$ cat src/rtl/alu_arbiter_if.sv
// rtl/alu_arbiter_if.sv - requester, response and shared-ALU signals of the ALU arbiter
interface alu_arbiter_if #(
  parameter int WORD_SIZE = 9,
  parameter int NUM_REQ   = 4
);
  logic [NUM_REQ-1:0]           req_valid;
  logic [NUM_REQ-1:0]           req_ready;
  logic [NUM_REQ*WORD_SIZE-1:0] req_a;
  logic [NUM_REQ*WORD_SIZE-1:0] req_b;
  logic [NUM_REQ-1:0]           req_op;
  logic [NUM_REQ-1:0]           rsp_valid;
  logic [NUM_REQ-1:0]           rsp_ready;
  logic [WORD_SIZE-1:0]         rsp_data;
  logic [WORD_SIZE-1:0]         alu_a;
  logic [WORD_SIZE-1:0]         alu_b;
  logic                         alu_op;
  logic [WORD_SIZE-1:0]         alu_c;
  logic                         busy;

  modport slave (
    input  req_valid, req_a, req_b, req_op, rsp_ready, alu_c,
    output req_ready, rsp_valid, rsp_data, alu_a, alu_b, alu_op, busy
  );

  modport master (
    output req_valid, req_a, req_b, req_op, rsp_ready, alu_c,
    input  req_ready, rsp_valid, rsp_data, alu_a, alu_b, alu_op, busy
  );
endinterface

$ cat src/rtl/alu_arbiter.sv
// rtl/alu_arbiter.sv - round-robin sequencer sharing one add/sub ALU among NUM_REQ requesters
module alu_arbiter #(
  parameter int WORD_SIZE = 9,
  parameter int NUM_REQ   = 4
) (
  input  logic         clk,
  input  logic         rst_n,
  alu_arbiter_if.slave bus
);
  localparam int GRANT_W = $clog2(NUM_REQ);

  typedef enum logic [1:0] {S_IDLE, S_EXEC, S_RESP} state_t;

  state_t               r_state;
  state_t               w_state_nxt;
  logic [GRANT_W-1:0]   r_last_grant;
  logic [GRANT_W-1:0]   r_owner;
  logic [WORD_SIZE-1:0] r_a;
  logic [WORD_SIZE-1:0] r_b;
  logic                 r_op;
  logic [WORD_SIZE-1:0] r_result;

  logic                 w_found;
  logic [GRANT_W-1:0]   w_grant;
  logic [GRANT_W-1:0]   w_cand;
  logic                 w_accept;
  logic [WORD_SIZE-1:0] w_a_arr [NUM_REQ];
  logic [WORD_SIZE-1:0] w_b_arr [NUM_REQ];

  for (genvar gi = 0; gi < NUM_REQ; gi++) begin : g_unpack
    assign w_a_arr[gi] = bus.req_a[gi*WORD_SIZE +: WORD_SIZE];
    assign w_b_arr[gi] = bus.req_b[gi*WORD_SIZE +: WORD_SIZE];
  end

  // First valid requester after the previous owner, wrapping at NUM_REQ.
  always_comb begin
    w_found = 1'b0;
    w_grant = '0;
    w_cand  = '0;
    for (int k = 1; k <= NUM_REQ; k++) begin
      w_cand = GRANT_W'((int'(r_last_grant) + k) % NUM_REQ);
      if (!w_found && bus.req_valid[w_cand]) begin
        w_found = 1'b1;
        w_grant = w_cand;
      end
    end
  end

  assign w_accept = bus.rsp_ready[r_owner];

  always_comb begin
    w_state_nxt = r_state;
    case (r_state)
      S_IDLE:  if (w_found) w_state_nxt = S_EXEC;
      S_EXEC:  w_state_nxt = S_RESP;
      S_RESP:  if (w_accept) w_state_nxt = S_IDLE;
      default: w_state_nxt = S_IDLE;
    endcase
  end

  always_ff @(posedge clk or negedge rst_n) begin
    if (!rst_n) begin
      r_state      <= S_IDLE;
      r_last_grant <= GRANT_W'(NUM_REQ - 1);
      r_owner      <= '0;
      r_a          <= '0;
      r_b          <= '0;
      r_op         <= 1'b0;
      r_result     <= '0;
    end else begin
      r_state <= w_state_nxt;
      if (r_state == S_IDLE && w_found) begin
        r_owner <= w_grant;
        r_a     <= w_a_arr[w_grant];
        r_b     <= w_b_arr[w_grant];
        r_op    <= bus.req_op[w_grant];
      end
      if (r_state == S_EXEC) r_result <= bus.alu_c;
      if (r_state == S_RESP && w_accept) r_last_grant <= r_owner;
    end
  end

  // req_ready is qualified by rst_n so no grant is offered while reset is held.
  assign bus.req_ready = (rst_n && r_state == S_IDLE && w_found) ? (NUM_REQ'(1) << w_grant) : '0;
  assign bus.rsp_valid = (r_state == S_RESP) ? (NUM_REQ'(1) << r_owner) : '0;
  assign bus.rsp_data  = r_result;
  assign bus.alu_a     = r_a;
  assign bus.alu_b     = r_b;
  assign bus.alu_op    = r_op;
  assign bus.busy      = (r_state != S_IDLE);
endmodule

$ cat src/flat_wrapper.sv
// flat-port wrapper written by rule: the top's interface ports become plain ports
module alu_arbiter_flat 
#(
  parameter int WORD_SIZE = 9,
  parameter int NUM_REQ   = 4
)
  (clk, rst_n, bus_req_valid, bus_req_a, bus_req_b, bus_req_op, bus_rsp_ready, bus_alu_c, bus_req_ready, bus_rsp_valid, bus_rsp_data, bus_alu_a, bus_alu_b, bus_alu_op, bus_busy);
  alu_arbiter_if #(.WORD_SIZE(WORD_SIZE), .NUM_REQ(NUM_REQ)) bus_i ();
  input  logic clk;
  input  logic rst_n;
  input wire logic [$bits(bus_i.req_valid)-1:0] bus_req_valid;
  input wire logic [$bits(bus_i.req_a)-1:0] bus_req_a;
  input wire logic [$bits(bus_i.req_b)-1:0] bus_req_b;
  input wire logic [$bits(bus_i.req_op)-1:0] bus_req_op;
  input wire logic [$bits(bus_i.rsp_ready)-1:0] bus_rsp_ready;
  input wire logic [$bits(bus_i.alu_c)-1:0] bus_alu_c;
  output wire logic [$bits(bus_i.req_ready)-1:0] bus_req_ready;
  output wire logic [$bits(bus_i.rsp_valid)-1:0] bus_rsp_valid;
  output wire logic [$bits(bus_i.rsp_data)-1:0] bus_rsp_data;
  output wire logic [$bits(bus_i.alu_a)-1:0] bus_alu_a;
  output wire logic [$bits(bus_i.alu_b)-1:0] bus_alu_b;
  output wire logic [$bits(bus_i.alu_op)-1:0] bus_alu_op;
  output wire logic [$bits(bus_i.busy)-1:0] bus_busy;
  assign bus_i.req_valid = bus_req_valid;
  assign bus_i.req_a = bus_req_a;
  assign bus_i.req_b = bus_req_b;
  assign bus_i.req_op = bus_req_op;
  assign bus_i.rsp_ready = bus_rsp_ready;
  assign bus_i.alu_c = bus_alu_c;
  assign bus_req_ready = bus_i.req_ready;
  assign bus_rsp_valid = bus_i.rsp_valid;
  assign bus_rsp_data = bus_i.rsp_data;
  assign bus_alu_a = bus_i.alu_a;
  assign bus_alu_b = bus_i.alu_b;
  assign bus_alu_op = bus_i.alu_op;
  assign bus_busy = bus_i.busy;
  alu_arbiter #(.WORD_SIZE(WORD_SIZE), .NUM_REQ(NUM_REQ)) u_core (.clk(clk), .rst_n(rst_n), .bus(bus_i));
endmodule
$ cat config.mk
export PLATFORM = sky130hd
export DESIGN_NAME = alu_arbiter_flat
export DESIGN_NICKNAME = d
export VERILOG_FILES = /design/src/rtl/alu_arbiter_if.sv /design/src/rtl/alu_arbiter.sv /design/src/flat_wrapper.sv
export SDC_FILE = /design/constraint.sdc
export NUM_CORES = 1
export LEC_CHECK = 0
export ABC_AREA = 1
export BUFFER_PORTS_ARGS = -buffer_cell sky130_fd_sc_hd__buf_4
export CAP_MARGIN = 40
export CORE_MARGIN = 1.5
export CORE_UTILIZATION = 40
export CTS_BUF_LIST = sky130_fd_sc_hd__clkbuf_4 sky130_fd_sc_hd__clkbuf_8 sky130_fd_sc_hd__clkbuf_16
export CTS_CLUSTER_SIZE = 8
export DETAILED_ROUTE_END_ITERATION = 10
export MAX_ROUTING_LAYER = met4
export PLACE_DENSITY = 0.72
export SKIP_CTS_REPAIR_TIMING = 1
export SKIP_LAST_GASP = 1
export SLEW_MARGIN = 30
export SYNTH_ARGS = -nofsm -noshare
export SYNTH_HDL_FRONTEND = slang
export SYNTH_SLANG_ARGS = --single-unit
$ cat constraint.sdc
create_clock -name clk -period 4.8 [get_ports clk]
set_clock_uncertainty 0.15 [all_clocks]
set_input_delay 0.72 -clock clk [delete_from_list [all_inputs] [get_ports clk]]
set_output_delay 0.72 -clock clk [all_outputs]
set_load 0.01 [all_outputs]
Word-level counts from Yosys, hierarchy flattened
Cells that the tools add are included.
{"block": "word_totals", "regBits": 34, "wordCells": 69, "output_inout_bits": 37, "in_bits": 95}
{"block": "classes", "n_addsub": 4, "n_reduce_logical": 13, "n_mux": 31, "magnitude_cmp": 7, "bitwise": 1, "n_shift": 2, "n_eq_ne": 4}
{"op": "binary-select mux 9 bit (select 2 bit)", "count": 2}
{"op": "two-way mux 9 bit", "count": 4}
{"op": "< comparator 2 x 3 -> 1 bit, second input constant", "count": 6}
{"op": "binary-select mux 1 bit (select 2 bit)", "count": 6}
{"op": "two-way mux 2 bit", "count": 6}
{"op": "two-way mux 1 bit", "count": 10}
{"op": "two-way mux 4 bit", "count": 2}
{"op": "<< shifter 1 x 2 -> 4 bit, first input constant", "count": 2}
{"op": "logical AND 1 bit", "count": 7}
{"op": "case mux 2 bit (3 select lines)", "count": 1}
{"op": "adder 2 x 1 -> 2 bit, second input constant", "count": 2}
{"op": "adder 2 bit, second input constant", "count": 2}
{"op": "!= test 2 x 1 -> 1 bit, second input constant", "count": 2}
{"op": "greater-or-equal comparator 3 bit, second input constant", "count": 1}
{"op": "logical NOT 1 bit", "count": 3}
{"op": "inverter 2 -> 3 bit", "count": 1}
{"op": "== test 2 x 1 -> 1 bit, second input constant", "count": 1}
{"op": "== test 2 bit, second input constant", "count": 1}
{"op": "logical NOT 2 bit", "count": 1}
{"op": "AND reduction 2 bit", "count": 1}
{"op": "nonzero test 2 bit", "count": 1}

Depth between registers and ports, before layout
{"block": "logic_depth", "ltp_word": 17, "depth_mapped": 17, "ltp_nobuf": 15}

Worst setup path after synthesis
No wires, ideal clock.
{"block": "synth_timing", "path_kind": "input port to output port", "startpoint": "in bus_req_valid[2]", "endpoint": "out bus_req_ready[3]", "arrival_ns": 1.876, "required_ns": 3.930, "path_slack_ns": 2.054, "n_path_buf": 1, "stages": 10, "cell_sequence": "nand2_1 > nand2_1 > nand2_2 > nand2_4 > nor2_8 > nand4_4 > nand3_2 > buf_4 > inv_2 > nor3_1"}
{"block": "synth_between", "elab_chain_len": 14, "word_cells_on_any_way": 25, "cone_classes": "shift: 1; mux: 17; reduce/logical: 7"}
{"item": "start, declared", "line_no": "flat_wrapper.sv:11", "source": "input wire logic [$bits(bus_i.req_valid)-1:0] bus_req_valid;"}
{"item": "binary-select mux 1 bit (select 2 bit)", "line_no": "alu_arbiter.sv:42", "source": "if (!w_found && bus.req_valid[w_cand]) begin"}
{"item": "two-way mux 1 bit (not written as such)", "line_no": "alu_arbiter.sv:42"}
{"item": "two-way mux 1 bit", "line_no": "alu_arbiter.sv:42"}
{"item": "logical NOT 1 bit", "line_no": "alu_arbiter.sv:42"}
{"item": "logical AND 1 bit", "line_no": "alu_arbiter.sv:42"}
{"item": "two-way mux 1 bit", "line_no": "alu_arbiter.sv:42"}
{"item": "logical NOT 1 bit", "line_no": "alu_arbiter.sv:42"}
{"item": "logical AND 1 bit", "line_no": "alu_arbiter.sv:42"}
{"item": "two-way mux 1 bit", "line_no": "alu_arbiter.sv:42"}
{"item": "logical NOT 1 bit", "line_no": "alu_arbiter.sv:42"}
{"item": "logical AND 1 bit", "line_no": "alu_arbiter.sv:42"}
{"item": "two-way mux 2 bit / two-way mux 1 bit (equally long branches)", "line_no": "alu_arbiter.sv:42"}
{"item": "<< shifter 1 x 2 -> 4 bit / logical AND 1 bit (equally long branches)", "line_no": "alu_arbiter.sv:84", "source": "assign bus.req_ready = (rst_n && r_state == S_IDLE && w_found) ? (NUM_REQ'(1) << w_grant) : '0;"}
{"item": "two-way mux 4 bit *", "line_no": "alu_arbiter.sv:84"}
{"item": "end, declared", "line_no": "flat_wrapper.sv:17", "source": "output wire logic [$bits(bus_i.req_ready)-1:0] bus_req_ready;"}
Mark *: on every way between the ends. The rest lies on a longest branch, timed or not. The select of a mux whose other input is x is not followed.

Final worst setup path
{"block": "layout_timing", "startpoint": "reg u_core.r_last_grant[0]", "endpoint": "out bus_req_ready[1]"}
{"block": "layout_between", "elab_chain_len": 15, "word_cells_on_any_way": 29, "cone_classes": "add/sub: 4; shift: 1; mux: 17; reduce/logical: 7"}
{"item": "start, declared", "line_no": "alu_arbiter.sv:16", "source": "logic [GRANT_W-1:0] r_last_grant;"}
{"item": "start signal, assigned", "line_no": "alu_arbiter.sv:64", "source": "r_last_grant <= GRANT_W'(NUM_REQ - 1);"}
{"item": "start signal, assigned", "line_no": "alu_arbiter.sv:79", "source": "if (r_state == S_RESP && w_accept) r_last_grant <= r_owner;"}
{"item": "adder 2 x 1 -> 2 bit", "line_no": "alu_arbiter.sv:41", "source": "w_cand = GRANT_W'((int'(r_last_grant) + k) % NUM_REQ);"}
{"item": "binary-select mux 1 bit (select 2 bit)", "line_no": "alu_arbiter.sv:42"}
{"item": "two-way mux 1 bit (not written as such)", "line_no": "alu_arbiter.sv:42"}
{"item": "two-way mux 1 bit", "line_no": "alu_arbiter.sv:42"}
{"item": "logical NOT 1 bit", "line_no": "alu_arbiter.sv:42"}
{"item": "logical AND 1 bit", "line_no": "alu_arbiter.sv:42"}
{"item": "two-way mux 1 bit", "line_no": "alu_arbiter.sv:42"}
{"item": "logical NOT 1 bit", "line_no": "alu_arbiter.sv:42"}
{"item": "logical AND 1 bit", "line_no": "alu_arbiter.sv:42"}
{"item": "two-way mux 1 bit", "line_no": "alu_arbiter.sv:42"}
{"item": "logical NOT 1 bit", "line_no": "alu_arbiter.sv:42"}
{"item": "logical AND 1 bit", "line_no": "alu_arbiter.sv:42"}
{"item": "two-way mux 2 bit / two-way mux 1 bit (equally long branches)", "line_no": "alu_arbiter.sv:42"}
{"item": "<< shifter 1 x 2 -> 4 bit / logical AND 1 bit (equally long branches)", "line_no": "alu_arbiter.sv:84"}
{"item": "two-way mux 4 bit *", "line_no": "alu_arbiter.sv:84"}
Marks and branches as above.

==> results.md <==
- Largest area contributor in the netlist: nand2_1
- Total grt overflow: 0
- Pin count of the biggest net entering global routing: 40
- Setup CP Type: register to output pin
- Cells after Synth: 384
- Avg WL per Cell: 13.5 µm
- First-pass GRT wire length: 13.3 mm
- Worst-path fanout max: 23
- Minimum clock period: 3790 ps
- Global routing usage on met2: 39.4%
- Slew Limit Fails: 0
- Worst endpoint data arrival time: 2920 ps
- Max-cap violations: 0
- Detail Route Antenna Nets: 0
- # H-tree levels: 2
- Starting Density: 42.3%
- DRT Pass-1 Iters: 4
- RSZ-0062 raised after global routing: no
- #FFs+latches synth: 34
- CP endpoint kind: output pin
- HP Class: input port to async pin
- Tcrit/Tclk final: 78.9%
- Synth top area cells: nand2_1 (32%), dfrtp_1 (31%), nand4_1 (10%)
- Chip Height: 83.0 µm
- Number of vias per cell: 5.08
- Max_slew headroom: 52.0%
- Synth Warn #: 0
- Setup crit start kind: register
- Final Hold Fails: 0
- Buffers on Ports: 131
- Mapped Avg Cell Area: 6.67 µm²
- Final HPWL DP: 5.87 mm
- Worst IR Drop VDD: 0.000509 V
- Final GP Congestion: 0.848
- Clk sinks: 34
- Final setup TNS: 0 ps
- Met3 Usage GRT: 5.77%
- Die area: 6900 µm²
- Worst Path Required: 3930 ps
- P&R area growth vs syn: 38.7%
- Total GRT Usage: 24.2%
- Fin nets: 594
- Mapped Area: 2560 µm²
- Commonest cells after routing, fill and taps aside: nand2_1 (221), buf_4 (133), nand4_1 (41), dfrtp_1 (32), inv_1 (12)
- Fmax: 264 MHz
- Hold WS: 218 ps
- Row Count: 28
- Worst-path clk slew: 70 ps
- Routed via count: 2,919
- Clk root buf: clkbuf_8
- CTS tree: done
- Num CTS Buffers: 5
- Gr busiest metal: met2
- Initial antenna violation count: 0
- Met1 Track Usage GR: 31.2%
- Clk_lat worst skew: 290 ps
- Place WS: 1180 ps
- Core area: 6060 µm²
- Initial drt markers: 178
- Fin util: 58.6%
- Die X: 83.0 µm
- Netlist cell types: 27
- Worst-margin pin slew: 718 ps
- Leakage power: 2.04 nW
- Fill cells: 596
- Power density over cell area: 816 nW/µm²
- Vias in the first global route: 2,804
- Post-synthesis sequential area ratio: 33.3%
- IO Pins: 132
- Final worst setup slack: 1010 ps
- Syn nets: 479
- Layout cell share with drive strength beyond 1: 33.2%
- Final setup viols: 0
- Commonest non-fill, non-tap cell in the layout: nand2_1
- Antenna diodes: 0
- Routed wire length: 7.77 mm
- CTS Buffer Depth: 2
- Status: completed
- Post-synth top area share: 32.4%
- Drt drc: 0
==> power by group <==
group | switching [W] | internal [W]
Clock | 0.0000998 | 0.000128
Sequential | 0.0000974 | 0.000441
Combinational | 0.00137 | 0.000756
Total | 0.00157 | 0.00133
==> critical path: stages, from the launching register on <==
cell,delay (ps)
dfstp_2,670
nand2_1,90
nand2_1,120
nand2_1,70
and2_1,210
nand4_1,100
nand2_1,60
buf_4,210
inv_1,480
nand2_1,230
nor3_1,230
buf_4,150
==> synthesized netlist by cell type <==
master,count
dfstp_2,2
nand4_1,41
nor2_8,1
nand2_4,1
nor2_4,1
o21ai_1,1
nor2_1,2
inv_4,1
nand3_1,10
buf_2,6
o21ai_0,5
nand3_2,1
buf_6,10
inv_1,12
mux2_2,9
nor3_1,8
dfrtp_1,32
buf_4,6
nand3_4,1
o21a_1,1
nand2_2,4
nand2_1,221
inv_2,2
nand4_4,1
clkbuf_1,3
and2_1,1
nor2_2,1
==> registers in the layout, indices dropped and copies added, names as in the netlist <==
name,cells
u_core.r_owner,2
u_core.bus.rsp_data,9
u_core.bus.alu_op,1
u_core.bus.alu_b,9
u_core.r_last_grant,2
u_core.r_state,2
u_core.bus.alu_a,9
==> metal layers <==
| layer | wire length, µm | share of wire (%) |
|---|---|---|
| met2 | 3710 | 48 |
| met4 | 37 | 0.48 |
| met1 | 3420 | 44 |
| met3 | 602 | 7.7 |
| met5 | 0 | 0 |
==> path summary, 6_finish.rpt <==
| path | start | endpoint | slack, ps | cells past startpoint |
|---|---|---|---|---|
| max in group asynchronous | rst_n | u_core.r_last_grant[0] | 3940 | 1 |
| hold / removal | rst_n | u_core.bus.rsp_data[2] | 220 | 1 |
| setup / recovery | u_core.r_last_grant[0] | bus_req_ready[1] | 1010 | 11 |
| hold reg to reg | u_core.bus.alu_a[0] | u_core.bus.alu_a[0] | 330 | 2 |
| setup reg to reg | u_core.r_last_grant[0] | u_core.bus.alu_a[1] | 1600 | 15 |
| min in group clk | u_core.bus.alu_a[0] | u_core.bus.alu_a[0] | 330 | 2 |
==> per-stage QoR <==
| stage | instances | instance area [µm²] | power, W |
|---|---|---|---|
| final | 575 | 3550 | 0.00290 |
| after floorplan | 384 | 2560 | 0.00221 |
| after global placement | 567 | 3460 | 0.00266 |
| after detailed placement | 567 | 3460 | 0.00269 |
| after CTS | 575 | 3550 | 0.00293 |
| after global routing | 575 | 3550 | 0.00325 |
==> cell families (layout without fill, tap and decap cells) <==
group / count (synthesis) / in the layout / share of synthesized area (%)
DFF: 34 / 34 / 33.3
AOI/OAI and AO/OA: 7 / 7 / 1.46
buffers and inverters: 40 / 156 / 10.1
and+or+nand+nor: 294 / 294 / 51.2
muxes: 9 / 9 / 3.96
==> final cells by class <==
cell class	count	area (µm²)	area share, %
well taps	75	93.8	2.64
inverters	15	58.8	1.65
multi-input cells	310	1450	40.8
clock buffers	8	97.6	2.75
flip-flops and latches	34	853	24.0
repair buffers	133	998	28.1
Power figures use the tool's default switching activity.
